<file path="src/rtl/sram_like_arbiter_pkg.sv">
// mem_if_pkg: source ids and transfer-size encodings shared by the memory-interface blocks
package mem_if_pkg;
  typedef enum logic {SRC_INST = 1'b0, SRC_DATA = 1'b1} src_e;
  localparam logic [1:0] SZ_BYTE = 2'd0;
  localparam logic [1:0] SZ_HALF = 2'd1;
  localparam logic [1:0] SZ_WORD = 2'd2;
endpackage

</file>
<file path="src/rtl/sram_like_arbiter_if.sv">
// sram_like_arbiter_if: one sram-like channel, request fields plus accept/response strobes
interface sram_like_arbiter_if;
  logic        req;
  logic        wr;
  logic [1:0]  size;
  logic [31:0] addr;
  logic [3:0]  wstrb;
  logic [31:0] wdata;
  logic        addr_ok;
  logic        data_ok;
  logic [31:0] rdata;
  modport master(output req, wr, size, addr, wstrb, wdata, input addr_ok, data_ok, rdata);
  modport slave(input req, wr, size, addr, wstrb, wdata, output addr_ok, data_ok, rdata);
endinterface

</file>
<file path="src/rtl/sram_like_arbiter_owner_fifo.sv">
// owner_fifo: in-order record of which channel owns each outstanding memory request
module owner_fifo #(
  parameter int DEPTH = 2
) (
  input  logic clk,
  input  logic resetn,
  input  logic push,
  input  logic pop,
  input  logic din,
  output logic head,
  output logic full,
  output logic empty
);
  localparam int AW = $clog2(DEPTH);
  localparam logic [AW:0] CAP = (AW+1)'(DEPTH);
  logic [DEPTH-1:0] slots;
  logic [AW-1:0] wp, rp;
  logic [AW:0] count;
  logic do_push, do_pop;
  assign do_push = push & ~full;
  assign do_pop = pop & ~empty;
  assign full = count == CAP;
  assign empty = count == '0;
  assign head = slots[rp];
  // ring buffer of owners; pointers wrap naturally at the power-of-two depth
  always_ff @(posedge clk or negedge resetn)
    if (!resetn) begin
      slots <= '0;
      wp <= '0;
      rp <= '0;
      count <= '0;
    end else begin
      if (do_push) begin
        slots[wp] <= din;
        wp <= wp + AW'(1);
      end
      if (do_pop) rp <= rp + AW'(1);
      count <= count + (AW+1)'(do_push) - (AW+1)'(do_pop);
    end
endmodule

</file>
<file path="src/rtl/sram_like_arbiter.sv">
// sram_like_arbiter: merges instruction and data sram-like channels onto one memory port
module sram_like_arbiter
  import mem_if_pkg::*;
#(
  parameter int OT_DEPTH = 2
) (
  input  logic                      clk,
  input  logic                      resetn,
  sram_like_arbiter_if.slave        inst,
  sram_like_arbiter_if.slave        data,
  sram_like_arbiter_if.master       mem,
  output logic                      resp_err
);
  src_e sel, lock_src;
  logic lock_vld, lock_req, full, empty, head, acc, pop;
  assign sel = lock_vld ? lock_src : (data.req ? SRC_DATA : SRC_INST);
  assign lock_req = lock_src == SRC_DATA ? data.req : inst.req;
  assign mem.req = (inst.req | data.req) & ~full;
  assign mem.wr = sel == SRC_DATA ? data.wr : inst.wr;
  assign mem.size = sel == SRC_DATA ? data.size : inst.size;
  assign mem.addr = sel == SRC_DATA ? data.addr : inst.addr;
  assign mem.wstrb = sel == SRC_DATA ? data.wstrb : inst.wstrb;
  assign mem.wdata = sel == SRC_DATA ? data.wdata : inst.wdata;
  assign acc = mem.req & mem.addr_ok;
  assign inst.addr_ok = acc & (sel == SRC_INST);
  assign data.addr_ok = acc & (sel == SRC_DATA);
  assign pop = mem.data_ok & ~empty;
  assign inst.data_ok = pop & (head == SRC_INST);
  assign data.data_ok = pop & (head == SRC_DATA);
  assign inst.rdata = mem.rdata;
  assign data.rdata = mem.rdata;
  owner_fifo #(.DEPTH(OT_DEPTH)) u_fifo (
    .clk(clk),
    .resetn(resetn),
    .push(acc),
    .pop(pop),
    .din(sel),
    .head(head),
    .full(full),
    .empty(empty)
  );
  // hold the presented source while memory stalls; release on accept or when its master withdraws
  always_ff @(posedge clk or negedge resetn)
    if (!resetn) begin
      lock_vld <= 1'b0;
      lock_src <= SRC_INST;
    end else begin
      lock_vld <= mem.req & ~mem.addr_ok & ~(lock_vld & ~lock_req);
      lock_src <= sel;
    end
  // sticky flag for a response that has no outstanding owner
  always_ff @(posedge clk or negedge resetn)
    if (!resetn) resp_err <= 1'b0;
    else if (mem.data_ok & empty) resp_err <= 1'b1;
endmodule
</file>
<file path="src/flat_wrapper.sv">
// flat-port wrapper written by rule: the top's interface ports become plain ports
module sram_like_arbiter_flat import mem_if_pkg::*;
#(
  parameter int OT_DEPTH = 2
)
  (clk, resetn, resp_err, inst_req, inst_wr, inst_size, inst_addr, inst_wstrb, inst_wdata, inst_addr_ok, inst_data_ok, inst_rdata, data_req, data_wr, data_size, data_addr, data_wstrb, data_wdata, data_addr_ok, data_data_ok, data_rdata, mem_req, mem_wr, mem_size, mem_addr, mem_wstrb, mem_wdata, mem_addr_ok, mem_data_ok, mem_rdata);
  sram_like_arbiter_if inst_i ();
  sram_like_arbiter_if data_i ();
  sram_like_arbiter_if mem_i ();
  input  logic clk;
  input  logic resetn;
  output logic resp_err;
  input wire logic [$bits(inst_i.req)-1:0] inst_req;
  input wire logic [$bits(inst_i.wr)-1:0] inst_wr;
  input wire logic [$bits(inst_i.size)-1:0] inst_size;
  input wire logic [$bits(inst_i.addr)-1:0] inst_addr;
  input wire logic [$bits(inst_i.wstrb)-1:0] inst_wstrb;
  input wire logic [$bits(inst_i.wdata)-1:0] inst_wdata;
  output wire logic [$bits(inst_i.addr_ok)-1:0] inst_addr_ok;
  output wire logic [$bits(inst_i.data_ok)-1:0] inst_data_ok;
  output wire logic [$bits(inst_i.rdata)-1:0] inst_rdata;
  input wire logic [$bits(data_i.req)-1:0] data_req;
  input wire logic [$bits(data_i.wr)-1:0] data_wr;
  input wire logic [$bits(data_i.size)-1:0] data_size;
  input wire logic [$bits(data_i.addr)-1:0] data_addr;
  input wire logic [$bits(data_i.wstrb)-1:0] data_wstrb;
  input wire logic [$bits(data_i.wdata)-1:0] data_wdata;
  output wire logic [$bits(data_i.addr_ok)-1:0] data_addr_ok;
  output wire logic [$bits(data_i.data_ok)-1:0] data_data_ok;
  output wire logic [$bits(data_i.rdata)-1:0] data_rdata;
  output wire logic [$bits(mem_i.req)-1:0] mem_req;
  output wire logic [$bits(mem_i.wr)-1:0] mem_wr;
  output wire logic [$bits(mem_i.size)-1:0] mem_size;
  output wire logic [$bits(mem_i.addr)-1:0] mem_addr;
  output wire logic [$bits(mem_i.wstrb)-1:0] mem_wstrb;
  output wire logic [$bits(mem_i.wdata)-1:0] mem_wdata;
  input wire logic [$bits(mem_i.addr_ok)-1:0] mem_addr_ok;
  input wire logic [$bits(mem_i.data_ok)-1:0] mem_data_ok;
  input wire logic [$bits(mem_i.rdata)-1:0] mem_rdata;
  assign inst_i.req = inst_req;
  assign inst_i.wr = inst_wr;
  assign inst_i.size = inst_size;
  assign inst_i.addr = inst_addr;
  assign inst_i.wstrb = inst_wstrb;
  assign inst_i.wdata = inst_wdata;
  assign inst_addr_ok = inst_i.addr_ok;
  assign inst_data_ok = inst_i.data_ok;
  assign inst_rdata = inst_i.rdata;
  assign data_i.req = data_req;
  assign data_i.wr = data_wr;
  assign data_i.size = data_size;
  assign data_i.addr = data_addr;
  assign data_i.wstrb = data_wstrb;
  assign data_i.wdata = data_wdata;
  assign data_addr_ok = data_i.addr_ok;
  assign data_data_ok = data_i.data_ok;
  assign data_rdata = data_i.rdata;
  assign mem_req = mem_i.req;
  assign mem_wr = mem_i.wr;
  assign mem_size = mem_i.size;
  assign mem_addr = mem_i.addr;
  assign mem_wstrb = mem_i.wstrb;
  assign mem_wdata = mem_i.wdata;
  assign mem_i.addr_ok = mem_addr_ok;
  assign mem_i.data_ok = mem_data_ok;
  assign mem_i.rdata = mem_rdata;
  sram_like_arbiter #(.OT_DEPTH(OT_DEPTH)) u_core (.clk(clk), .resetn(resetn), .inst(inst_i), .data(data_i), .mem(mem_i), .resp_err(resp_err));
endmodule
</file>
<file path="config.mk">
export PLATFORM = sky130hd
export DESIGN_NAME = sram_like_arbiter_flat
export DESIGN_NICKNAME = d
export VERILOG_FILES = /design/src/rtl/sram_like_arbiter_pkg.sv /design/src/rtl/sram_like_arbiter_if.sv /design/src/rtl/sram_like_arbiter_owner_fifo.sv /design/src/rtl/sram_like_arbiter.sv /design/src/flat_wrapper.sv
export SDC_FILE = /design/constraint.sdc
export NUM_CORES = 1
export LEC_CHECK = 0
export BUFFER_PORTS_ARGS = -buffer_cell sky130_fd_sc_hd__buf_2
export CORE_AREA = 8 8 118 120
export DETAILED_ROUTE_END_ITERATION = 16
export DIE_AREA = 0 0 126 128
export PLACE_DENSITY = 0.56
export SYNTH_ARGS = -nofsm -noshare
export SYNTH_HDL_FRONTEND = slang
export SYNTH_SLANG_ARGS = --single-unit
</file>
<file path="constraint.sdc">
create_clock -name clk -period 1.6 [get_ports clk]
set_clock_uncertainty 0.15 [all_clocks]
set_input_delay 0.32 -clock clk [delete_from_list [all_inputs] [get_ports clk]]
set_output_delay 0.32 -clock clk [all_outputs]
set_load 0.005 [all_outputs]
</file>
==> metrics <==
global router's overall resource usage 9.54%; Sw Ratio 40.3%; Routed Antenna Nets 0; Primary FF master, synth dfrtp_1; ranking of synthesized cells by area nand2_1 (43%), buf_4 (26%), dfrtp_1 (12%); Root Driver clkbuf_16; CP Class flop to primary output; largest net degree at the start of global routing 34; number of synthesized flops with an enable pin 0; DR vias/cell 3.97; highest routed layer met4; wire per inst about 14 um; Synth area leader nand2_1; DR WL met2 4.62 mm; first-pass GRT wire length 12.6 mm; final non-filler cell total 668; Avg Inst Size Synth between 5 and 6 um^2; ys async rst share 100%; filler cell count 1378; # rows a little over 40; Num Clock Sinks 9; Worst-Margin Slew roughly 0.3 ns; min Tclk post-route 2.05 ns; total I/O pin count 321; Psw around 1300 uW; CTS max path bufs 2; sequential share of the synthesized area about 12%; CTS clk-pin slew, worst paths 0.04 ns; Synth warnings 0; worst min path class input pin to flop; depth of the most critical reg-to-reg path 5; Reg area 226 um^2; Distinct cells, synth 25; post-synth top area share 43.2%; utilization after layout 26.6%; synth-to-layout area growth 75.3%; 1st-pass router iterations 4; slew margin rel. approximately four fifths; total grt overflow 0; WP data required approximately 1.1 ns; die area 16100 um^2; routability cong. 0.792; DRC 0; synthesized flop and latch total 9; drt initial violations 71; CP Max Fanout 8; power per cell area approximately 1000 nW/um^2; vias in the first global route 2627; final worst slack -0.452 ns; crit path launch type flop; Die Span Y 128 um; port buffer count 224; initial antenna violation count 0; hpwl dp between 6 and 7 mm; Mapped Area about 1900 um^2; Hold WS ~0.23 ns; CTS HTree Levels 1; ANT cells 0; total wire length 9.27 mm; highest clock rate around 490 MHz; Synth Instances 337; CTS tree done; leakage 0.00203 uW; fin. max-slew vios 0; footprint of the multi-input gates 1110 um^2; violated checks setup timing; combinational power share 72.2%; Clock Power Share 13.8%; syn_nets 518; Layout Nets 700; internal power ~1900 uW; status finished with violations; Clk Latency, worst-skew pair 0.23 ns; core area 12200 um^2; DIE WIDTH 126 um; vias after detailed routing 2652; WHS Path Cells 2; fin crit share 128%; placed cell count 647; Metal-1 WL 3.41 mm; share of cells above drive strength 1 a little under three fifths; final hold violation count 0; max_cap viols 0; cts bufs inserted 3; Setup violations, final 74; WP data arrival 1.58 ns; initial cell density of the core approximately 15%; metal3 WL approximately 1.0 mm; RSZ-0062 raised after global routing true; Peak VDD IR between 0.4 and 0.5 mV; register share of total power between 10% and 20%; CP endpoint kind primary output
[worst paths after layout]
check	from	slack [ns]	end
worst max-delay path	u_core.lock_vld	-0.45	mem_addr[20]
worst min-delay path	mem_addr_ok	0.23	u_core.u_fifo.slots[1]
worst max register to register	u_core.u_fifo.count[1]	0.14	u_core.u_fifo.slots[0]
worst min register to register	u_core.resp_err	0.31	u_core.resp_err
max in group asynchronous	resetn	0.79	u_core.u_fifo.count[0]
min in group asynchronous	resetn	0.31	u_core.u_fifo.slots[0]
[cells in the mapped netlist (2+ instances only)]
cell type,number
buf_6,6
buf_2,7
a21oi_1,6
dfrtp_1,9
nand2_1,213
a31oi_1,3
clkbuf_1,2
o21ai_0,2
xnor2_1,2
inv_1,2
nor2_1,5
mux2i_1,3
buf_4,65
[cells in the final DEF, fill, tap and decap left out, types with 2 or more instances in the layout]
cell type / netlist / routed
a21oi_1: 6 / 5
a31oi_1: 3 / 3
buf_12: 0 / 6
buf_16: 0 / 3
buf_2: 7 / 223
buf_4: 65 / 15
buf_6: 6 / 5
clkbuf_16: 0 / 8
dfrtp_1: 9 / 8
inv_1: 2 / 2
nand2_1: 213 / 190
nand2_2: 0 / 22
nor2_1: 5 / 4
o21ai_2: 1 / 2
xnor2_1: 2 / 2
[cell type report]
cell class | instances | share of cell area [%]
clock buffers | 4 | 2.43
repair buffers | 258 | 50.0
inverters | 3 | 0.502
flip-flops and latches | 9 | 6.98
multi-input cells | 244 | 34.3
well taps | 150 | 5.79
[logic make-up after synthesis]
kind of cell	after synthesis	share of synthesized area [%]
compound gates	17	6.02
xor+xnor	3	1.42
fa+ha+maj	1	0.676
buf+inv	84	33.2
flops	9	12.2
mux	3	1.62
simple gates	220	44.9
[state kept, by name, indices dropped and copies added, names as in the netlist]
register             count
u_core.resp_err          1
u_core.lock_vld          1
u_core.u_fifo.slots      2
u_core.lock_src          1
u_core.u_fifo.wp         1
u_core.u_fifo.count      2
u_core.u_fifo.rp         1
[worst max-delay path, cell delays in order (launching register included)]
cell       delay (ns)
dfrtp_1          0.40
mux2i_4          0.27
buf_6            0.15
buf_12           0.14
clkbuf_16        0.17
nand2_1          0.06
nand2_1          0.04
buf_2            0.11
[metal layers]
layer	global-route usage, %	vias up
li1	-	1328
met1	9.09	1127
met2	17.5	166
met3	4.78	31
met4	3.33	0
met5	0	-
[timing repair]
action / CTS / global route
endpoints found under the setup margin: 75 / 76
buffers inserted: 5 / 4
pin swaps: 2 / 6
hold buffers: 1 / 0
cloned: 3 / 5
hold endpoints to repair: 9 / 0
gates resized for setup: 16 / 31
[power groups by stage]
stage               combinational (uW)  clock [uW]  sequential [uW]
floorplan                         1060           0              382
global placement                  1770           0              429
detailed placement                1770           0              425
CTS                               2010         446              415
global route                      2540         466              451
finish                            2280         437              441
[metrics by stage]
step | cell area, um^2 | setup slack [ns] | setup TNS (ns) | total power, uW
floorplan | 1850 | 0.0505 | 0 | 1440
global placement | 2760 | -0.184 | -10.34 | 2200
detailed placement | 2760 | -0.198 | -11.26 | 2190
CTS | 2980 | -0.417 | -28.39 | 2870
global route | 3240 | -0.525 | -35.85 | 3450
finish | 3240 | -0.452 | -29.40 | 3160
Power figures use the tool's default switching activity.
